### src/rtl/csa_pipe_adder.sv
// ---------------------------------------------------------------------------
// csa_pipe_adder
//
// Pipelined multi-operand adder. N_OPS operands of WIDTH bits are extended to
// SUM_W bits and reduced by a chain of 3:2 carry-save rows to one sum/carry
// pair, which is registered in stage 1. Stage 2 resolves the pair with a
// carry-propagate adder into sum_out. Valid/ready handshakes on both sides
// give one operand set per cycle of throughput and two cycles of latency.
//
// Build option:
//   CSA_SIGNED_EN  defined   -> operands are two's complement (sign-extended)
//                  undefined -> operands are unsigned (zero-extended)
//
// Ports:
//   clk        clock, rising edge
//   rst_n      asynchronous active-low reset
//   in_valid   ops_in carries a valid operand set
//   in_ready   block accepts an operand set this cycle
//   ops_in     packed operands, operand k at [k*WIDTH +: WIDTH]
//   out_valid  sum_out holds a valid result
//   out_ready  consumer accepts sum_out this cycle
//   sum_out    exact sum of one accepted operand set
// ---------------------------------------------------------------------------
module csa_pipe_adder #(
  parameter int N_OPS = 8,
  parameter int WIDTH = 4,
  parameter int SUM_W = WIDTH + $clog2(N_OPS)
) (
  input  logic                   clk,
  input  logic                   rst_n,
  input  logic                   in_valid,
  output logic                   in_ready,
  input  logic [N_OPS*WIDTH-1:0] ops_in,
  output logic                   out_valid,
  input  logic                   out_ready,
  output logic [SUM_W-1:0]       sum_out
);

  localparam int EXT_W = SUM_W - WIDTH;

  logic [SUM_W-1:0] row_sum;
  logic [SUM_W-1:0] row_carry;
  logic [SUM_W-1:0] addend;
  logic [SUM_W-1:0] next_sum;
  logic [SUM_W-1:0] next_carry;

  logic [SUM_W-1:0] s1_sum;
  logic [SUM_W-1:0] s1_carry;
  logic             s1_valid;

  logic             adv1;
  logic             adv2;

  // Widen one operand to the result width; the sign bit is replicated only
  // in the signed build.
  function automatic logic [SUM_W-1:0] extend(input logic [WIDTH-1:0] v);
`ifdef CSA_SIGNED_EN
    return {{EXT_W{v[WIDTH-1]}}, v};
`else
    return {{EXT_W{1'b0}}, v};
`endif
  endfunction

  // Carry-save reduction: the first two operands seed the sum/carry pair and
  // each further operand folds in through one full-adder row. Carries are
  // shifted left and truncated; wrap-around is harmless because the true sum
  // always fits in SUM_W bits.
  always_comb begin
    row_sum    = extend(ops_in[0 +: WIDTH]);
    row_carry  = extend(ops_in[WIDTH +: WIDTH]);
    addend     = '0;
    next_sum   = '0;
    next_carry = '0;
    for (int k = 2; k < N_OPS; k++) begin
      addend     = extend(ops_in[k*WIDTH +: WIDTH]);
      next_sum   = row_sum ^ row_carry ^ addend;
      next_carry = ((row_sum & row_carry) | (row_sum & addend) |
                    (row_carry & addend)) << 1;
      row_sum    = next_sum;
      row_carry  = next_carry;
    end
  end

  // Handshake: stage 2 advances when it is empty or being drained; stage 1
  // can take new data when empty or when its content moves on this cycle.
  always_comb begin
    adv2     = s1_valid && (!out_valid || out_ready);
    in_ready = !s1_valid || adv2;
    adv1     = in_valid && in_ready;
  end

  // Stage 1 register: carry-save pair plus its valid flag.
  always_ff @(posedge clk or negedge rst_n) begin
    if (!rst_n) begin
      s1_sum   <= '0;
      s1_carry <= '0;
      s1_valid <= 1'b0;
    end else begin
      if (adv1) begin
        s1_sum   <= row_sum;
        s1_carry <= row_carry;
      end
      if (adv1) begin
        s1_valid <= 1'b1;
      end else if (adv2) begin
        s1_valid <= 1'b0;
      end
    end
  end

  // Stage 2 register: final carry-propagate add; the result holds under
  // backpressure and valid drops only once the consumer has taken it.
  always_ff @(posedge clk or negedge rst_n) begin
    if (!rst_n) begin
      sum_out   <= '0;
      out_valid <= 1'b0;
    end else begin
      if (adv2) begin
        sum_out   <= s1_sum + s1_carry;
        out_valid <= 1'b1;
      end else if (out_valid && out_ready) begin
        out_valid <= 1'b0;
      end
    end
  end

endmodule

### config.mk
export PLATFORM = sky130hd
export DESIGN_NAME = csa_pipe_adder
export DESIGN_NICKNAME = d
export VERILOG_FILES = /design/src/rtl/csa_pipe_adder.sv
export SDC_FILE = /design/constraint.sdc
export NUM_CORES = 1
export LEC_CHECK = 0
export ABC_AREA = 1
export CORE_MARGIN = 2
export CORE_UTILIZATION = 45
export CTS_CLUSTER_DIAMETER = 30
export DETAILED_ROUTE_END_ITERATION = 8
export PLACE_DENSITY = 0.75
export RECOVER_POWER = 100
export REMOVE_ABC_BUFFERS = 1
export SYNTH_ARGS = -nofsm -noshare
export SYNTH_HDL_FRONTEND = slang
export SYNTH_SLANG_ARGS = --single-unit
### constraint.sdc
create_clock -name clk -period 3.25 [get_ports clk]
set_input_delay 0.325 -clock clk [delete_from_list [all_inputs] [get_ports clk]]
set_output_delay 0.325 -clock clk [all_outputs]
set_load 0.005 [all_outputs]
==> out/results.tsv, run 1 <==
metric	value	unit
WL final	2900	um
failing checks	negative setup slack	
DP Worst Slack	-1.11	ns
Worst-Skew Late Latency	0.26	ns
grt ovf	0	
Max-slew headroom	32.1	%
I/O pins	45	
drt pass-1 iters	4	
layout cells sized above 1	20.2	%
WL met2	1580	um
Worst Setup SP	ops_in[11]	
DR top layer	met4	
met3 wire length	153	um
max-slew violation count	0	
Setup CP Type	in2reg	
most common cell after layout, fill and taps aside	inv_1	
I/O Buffers	44	
vias in the first global route	1209	
CTS tree	done	
Sink Count	22	
RSZ-0062 raised after global routing	yes	
Setup crit start kind	input port	
GPL Wtd Cong	0.755	
Critical Path Fanout Max	1	
Reg clk slew, reported paths	0.08	ns
Synthesis Warnings	0	
Final min period	3.53	ns
Metal-1 WL	1160	um
WP data required	3.40	ns
area grow syn2layout	32.2	%
synthesized area per cell	11.2	um2
antenna violations before repair	0	
TritonCTS buffer count	3	
Core Box Area	3630	um2
Die Area	4250	um2
flops & latches, synth	22	
launch point of the worst reg-to-reg path	s1_sum[1]$_DFFE_PN0P_	
Setup Fix Bufs, Post-CTS	0	
ANT nets after route	0	
fin crit share	109	%
post-synthesis sequential area ratio	32.7	%
Max clock buf depth	2	
Initial Util	46.3	%
die extent in x	65.2	um
Max-Cap Viols	0	
CTS Root Cell	clkbuf_8	
final net count	272	
Final Skew	0.00193	ns
crit end category	flip-flop	
Iteration-0 DRC Markers	45	
status	complete, but fails checks	
vias per std cell	4.63	
CP arrival	3.68	ns
worst vdd ir	246	uV
# rows	22	
Hold Path Origin	sum_out[0]$_DFFE_PN0P_	
most frequent cells in the layout	inv_1 (25), nand2_1 (24), dfrtp_1 (22)	
Slew @ Worst Pin	1.02	ns
Final Hold Violating Endpoints	0	
Leakage	1.12	nW
# setup viols final	5	
fmax	283	MHz
pwr dens	687	nW/um2
Fill cells	307	
worst min-delay path class	reg2reg	
DP Wirelength	2470	um
largest net degree at the start of global routing	23	
ANT cells	0	
H-tree depth	1	
Hold WS	0.477	ns
CTS Hold Bufs	0	
Cells after Synth	150	
Final Worst Setup Slack	-0.283	ns
routed vias	1139	
Fin Setup TNS	-0.959	ns
DRC Markers	0	
synth unique cells	18	
gr usage total	16.0	%
post-layout util	61.3	%
DR WL/cell	11.8	um
Netlist Area Pre-Place	1680	um2
global-route wire length before repair	5260	um
DIE HEIGHT	65.2	um
==> final timing paths <==
kind                                                 to  slack (ns)  cells past startpoint
worst max-delay path              s1_sum[3]$_DFFE_PN0P_       -0.28                     12
worst min-delay path             sum_out[0]$_DFFE_PN0P_        0.48                      2
worst max register to register   sum_out[5]$_DFFE_PN0P_        1.78                      8
worst min register to register   sum_out[0]$_DFFE_PN0P_        0.48                      2
max in group asynchronous       s1_carry[4]$_DFFE_PN0P_        1.95                      1
min in group asynchronous         s1_sum[1]$_DFFE_PN0P_        0.69                      1
==> what timing repair did <==
| action | in CTS | in global routing |
|---|---|---|
| endpoints found under the setup margin | 10 | 7 |
| gates resized for setup | 55 | 0 |
| pin swaps | 20 | 1 |
==> critical path: stages <==
cell	delay (ns)
buf_6	0.07
inv_2	0.03
fa_1	0.55
inv_2	0.04
fa_1	0.48
inv_1	0.05
fa_1	0.47
inv_1	0.05
fa_1	0.44
fa_1	0.51
fa_1	0.40
mux2_4	0.27
==> cells by family (layout without fill, tap and decap cells) <==
family / after synthesis / count (layout) / synth area share, %
mux: 11 / 11 / 8.47
xor+xnor: 2 / 2 / 1.04
flops: 22 / 22 / 32.7
buf+inv: 33 / 81 / 8.32
simple gates: 36 / 36 / 9.88
compound gates: 9 / 9 / 2.75
fa+ha+maj: 37 / 37 / 36.8
==> power by group <==
group	internal [mW]	switching, mW
combinational	0.466	0.414
clock	0.108	0.0846
sequential	0.393	0.0638
==> per-layer routing <==
metal	vias to the layer above	global-route usage [%]
met5	-	0
met3	2	4.28
li1	556	-
met4	0	2.34
met2	27	28.7
met1	554	19.8
==> sequential cells by signal (all words and copies together), names as in the netlist <==
register and cells:
s1_valid 1, s1_sum 7, out_valid 1, s1_carry 6, sum_out 7
==> through the flow <==
stage               power, mW  area [um2]  std cells
floorplan                1.06        1660        149
global placement         1.31        2170        242
detailed placement       1.36        2170        242
CTS                      1.58        2230        246
global route             1.72        2230        246
finish                   1.53        2230        246
==> area by class of cell <==
cell class | instances | area, um2 | area share, %
Timing Repair Buffer | 45 | 427 | 19.2
Clock buffer | 4 | 55.1 | 2.47
Sequential cell | 22 | 551 | 24.7
Inverter | 32 | 120 | 5.40
Multi-Input combinational cell | 95 | 1010 | 45.5
Tap cell | 48 | 60.1 | 2.70
==> Yosys cell counts <==
cell      n  area (um2)
inv_1    32         120
nand2_1  23        86.3
dfrtp_1  22         551
fa_1     21         420
ha_1     16         200
mux2_2    6        67.6
nand3_1   6        30.0
a21oi_1   5        25.0
mux2_4    5        75.1
nor2_1    4        15.0
o21ai_0   3        15.0
a31oi_1   1        6.26
buf_12    1        20.0
nand2_2   1        6.26
nand2_4   1        11.3
nand3_4   1        17.5
xnor2_1   1        8.76
xor2_1    1        8.76
No activity file was read; power rests on OpenSTA's default activity.
==> run 2, diff against run 1 <==
--- a/config.mk
+++ b/config.mk
@@ -5,12 +5,11 @@
 export SDC_FILE = /design/constraint.sdc
 export NUM_CORES = 1
 export LEC_CHECK = 0
-export ABC_AREA = 1
 export CORE_MARGIN = 2
 export CORE_UTILIZATION = 45
 export CTS_CLUSTER_DIAMETER = 30
 export DETAILED_ROUTE_END_ITERATION = 8
-export PLACE_DENSITY = 0.75
+export PLACE_DENSITY = 0.82
 export RECOVER_POWER = 100
 export REMOVE_ABC_BUFFERS = 1
 export SYNTH_ARGS = -nofsm -noshare
==> run 2 against run 1 <==
  * The run still ends with negative setup slack left
  * Cell count shrank 8.1%
  * Sequential share of layout area hardly changed
  * Core utilization fell by 0.53 points
  * Synthesized cell count shrank 13%
  * Clock skew barely moved
  * Critical path depth unchanged
  * Largest power group unchanged
==> out/results.tsv, run 2 <==
metric	value	unit
crit end category	flip-flop	
vias in the first global route	1260	
most frequent cells in the layout	dfrtp_1 (22), clkdlybuf4s50_1 (21), inv_1 (17)	
Setup crit start kind	input port	
Max-Cap Viols	0	
WL final	3040	um
Setup CP Type	in2reg	
Fin Setup TNS	-1.19	ns
CTS tree	done	
global-route wire length before repair	5350	um
routed vias	1087	
fmax	277	MHz
register area	551	um2
gr usage total	16.4	%
Critical Path Fanout Max	1	
GR peak layer	met2	
area grow syn2layout	30.3	%
pwr dens	689	nW/um2
DIE HEIGHT	65.6	um
H-tree depth	1	
Final min period	3.61	ns
Final Skew	0.00181	ns
worst min-delay path class	reg2reg	
Netlist Area Pre-Place	1710	um2
final net count	252	
max-slew violation count	0	
post-synthesis sequential area ratio	32.3	%
RSZ-0062 raised after global routing	yes	
Reg clk slew, reported paths	0.08	ns
layout cells sized above 1	28.1	%
DP Worst Slack	-1.17	ns
Fill cells	312	
flops & latches, synth	22	
footprint of the multi-input gates	1040	um2
top cell type's share of synthesized area	32.3	%
Iteration-0 DRC Markers	39	
# rows	22	
Die Area	4300	um2
worst vdd ir	251	uV
Largest regs	s1_sum (7), sum_out (7), s1_carry (6)	
met3 usage	2.40	%
DR WL/cell	13.4	um
TritonCTS buffer count	3	
sequential share of power	30.2	%
Final Worst Setup Slack	-0.356	ns
Placement Cell Area	2190	um2
dominant synthesized flop cell	dfrtp_1	
most common cell after layout, fill and taps aside	dfrtp_1	
I/O Buffers	44	
I/O pins	45	
Sink Count	22	
synth unique cells	25	
failing checks	negative setup slack	
Hold WS	0.477	ns
ANT cells	0	
vias per std cell	4.81	
WP data required	3.40	ns
top-count cell post-synth	inv_1	
Cells after Synth	131	
GPL Wtd Cong	0.719	
ys async rst share	100	%
clock share of power	12.7	%
CTS Hold Bufs	0	
Synthesis Warnings	0	
synthesized area per cell	13.0	um2
DRC Markers	0	
Yosys top cell by area	dfrtp_1	
Initial Util	46.6	%
# setup viols final	7	
met2 Resource Use GR	32.3	%
top post-synthesis cells by count	inv_1 (25), dfrtp_1 (22), fa_1 (21)	
Core Box Area	3660	um2
fin crit share	111	%
Slew @ Worst Pin	0.973	ns
DP Wirelength	2540	um
die extent in x	65.6	um
CTS Root Cell	clkbuf_8	
Max-slew headroom	34.9	%
met1 GRT Util	18.0	%
Comb power frac	57.1	%
largest cells by area after synthesis	dfrtp_1 (32%), fa_1 (25%), ha_1 (12%)	
Worst-Skew Late Latency	0.26	ns
EDFF count, synth	0	
CP arrival	3.76	ns
P_sw	528	uW
status	complete, but fails checks	
Int Power	1.00	mW
Design Area, Final	2220	um2
post-layout util	60.7	%
drt pass-1 iters	4	
grt ovf	0	
ANT nets after route	0	
Max clock buf depth	2	
largest net degree at the start of global routing	23	
Leakage	1.07	nW
antenna violations before repair	0	
sw frac	34.5	%
Final Hold Violating Endpoints	0	
## run 2: per-layer routing
| layer | up-vias | share of wire [%] | wire length [um] |
|---|---|---|---|
| met3 | 4 | 4.1 | 126 |
| met4 | 0 | 1.1 | 32 |
| met1 | 546 | 35 | 1060 |
| li1 | 509 | - | - |
| met2 | 28 | 60 | 1820 |
| met5 | - | 0 | 0 |
## run 2: final timing paths
| kind | from | endpoint | slack [ns] | depth (start not counted) |
|---|---|---|---|---|
| max in group asynchronous | rst_n | s1_valid$_DFFE_PN0P_ | 2.00 | 1 |
| max | ops_in[11] | s1_sum[3]$_DFFE_PN0P_ | -0.36 | 12 |
| min in group asynchronous | rst_n | s1_sum[1]$_DFFE_PN0P_ | 0.67 | 1 |
| min reg2reg | sum_out[4]$_DFFE_PN0P_ | sum_out[4]$_DFFE_PN0P_ | 0.48 | 2 |
| min | sum_out[4]$_DFFE_PN0P_ | sum_out[4]$_DFFE_PN0P_ | 0.48 | 2 |
| max reg2reg | s1_sum[1]$_DFFE_PN0P_ | sum_out[5]$_DFFE_PN0P_ | 1.58 | 7 |
## run 2: stage by stage
step | instances | power [mW]
CTS | 226 | 1.57
finish | 226 | 1.53
global route | 226 | 1.69
global placement | 222 | 1.30
floorplan | 129 | 1.06
detailed placement | 222 | 1.37
## run 2: cell families (layout without fill, tap and decap cells)
| family | Yosys count | in the layout | share of synthesized area [%] |
|---|---|---|---|
| AOI/OAI and AO/OA | 12 | 12 | 4.25 |
| xor gates and xnor gates | 3 | 3 | 1.54 |
| adders and majority gates | 37 | 37 | 36.4 |
| buffers and inverters | 27 | 74 | 7.11 |
| DFF | 22 | 22 | 32.3 |
| muxes | 15 | 15 | 12.1 |
| and+or+nand+nor | 15 | 15 | 6.38 |
## run 2: timing repair
item / in CTS / in global routing
buffers inserted: 0 / 0
gates resized for setup: 50 / 11
pin swaps: 19 / 1
setup endpoints to repair: 10 / 8
## run 2: final cells by class
cell class | instances | share of cell area (%)
Sequential cell | 22 | 24.8
Tap cell | 48 | 2.70
Clock buffer | 4 | 2.48
Multi-Input combinational cell | 82 | 46.8
Timing Repair Buffer | 45 | 19.1
Inverter | 25 | 4.22
## run 2: critical path, cell delays in order
cell	delay (ns)
buf_6	0.07
inv_2	0.03
fa_1	0.55
inv_2	0.04
fa_1	0.49
inv_2	0.04
fa_1	0.48
inv_1	0.05
fa_1	0.46
fa_1	0.52
fa_2	0.44
mux2_4	0.27
## run 2: power groups by stage
stage / logic [mW] / registers [mW] / clock network, mW
final: 0.874 / 0.462 / 0.194
after global routing: 1.00 / 0.479 / 0.212
after CTS: 0.900 / 0.467 / 0.200
after detailed placement: 0.894 / 0.472 / 0
after global placement: 0.843 / 0.462 / 0
after floorplan: 0.608 / 0.456 / 0
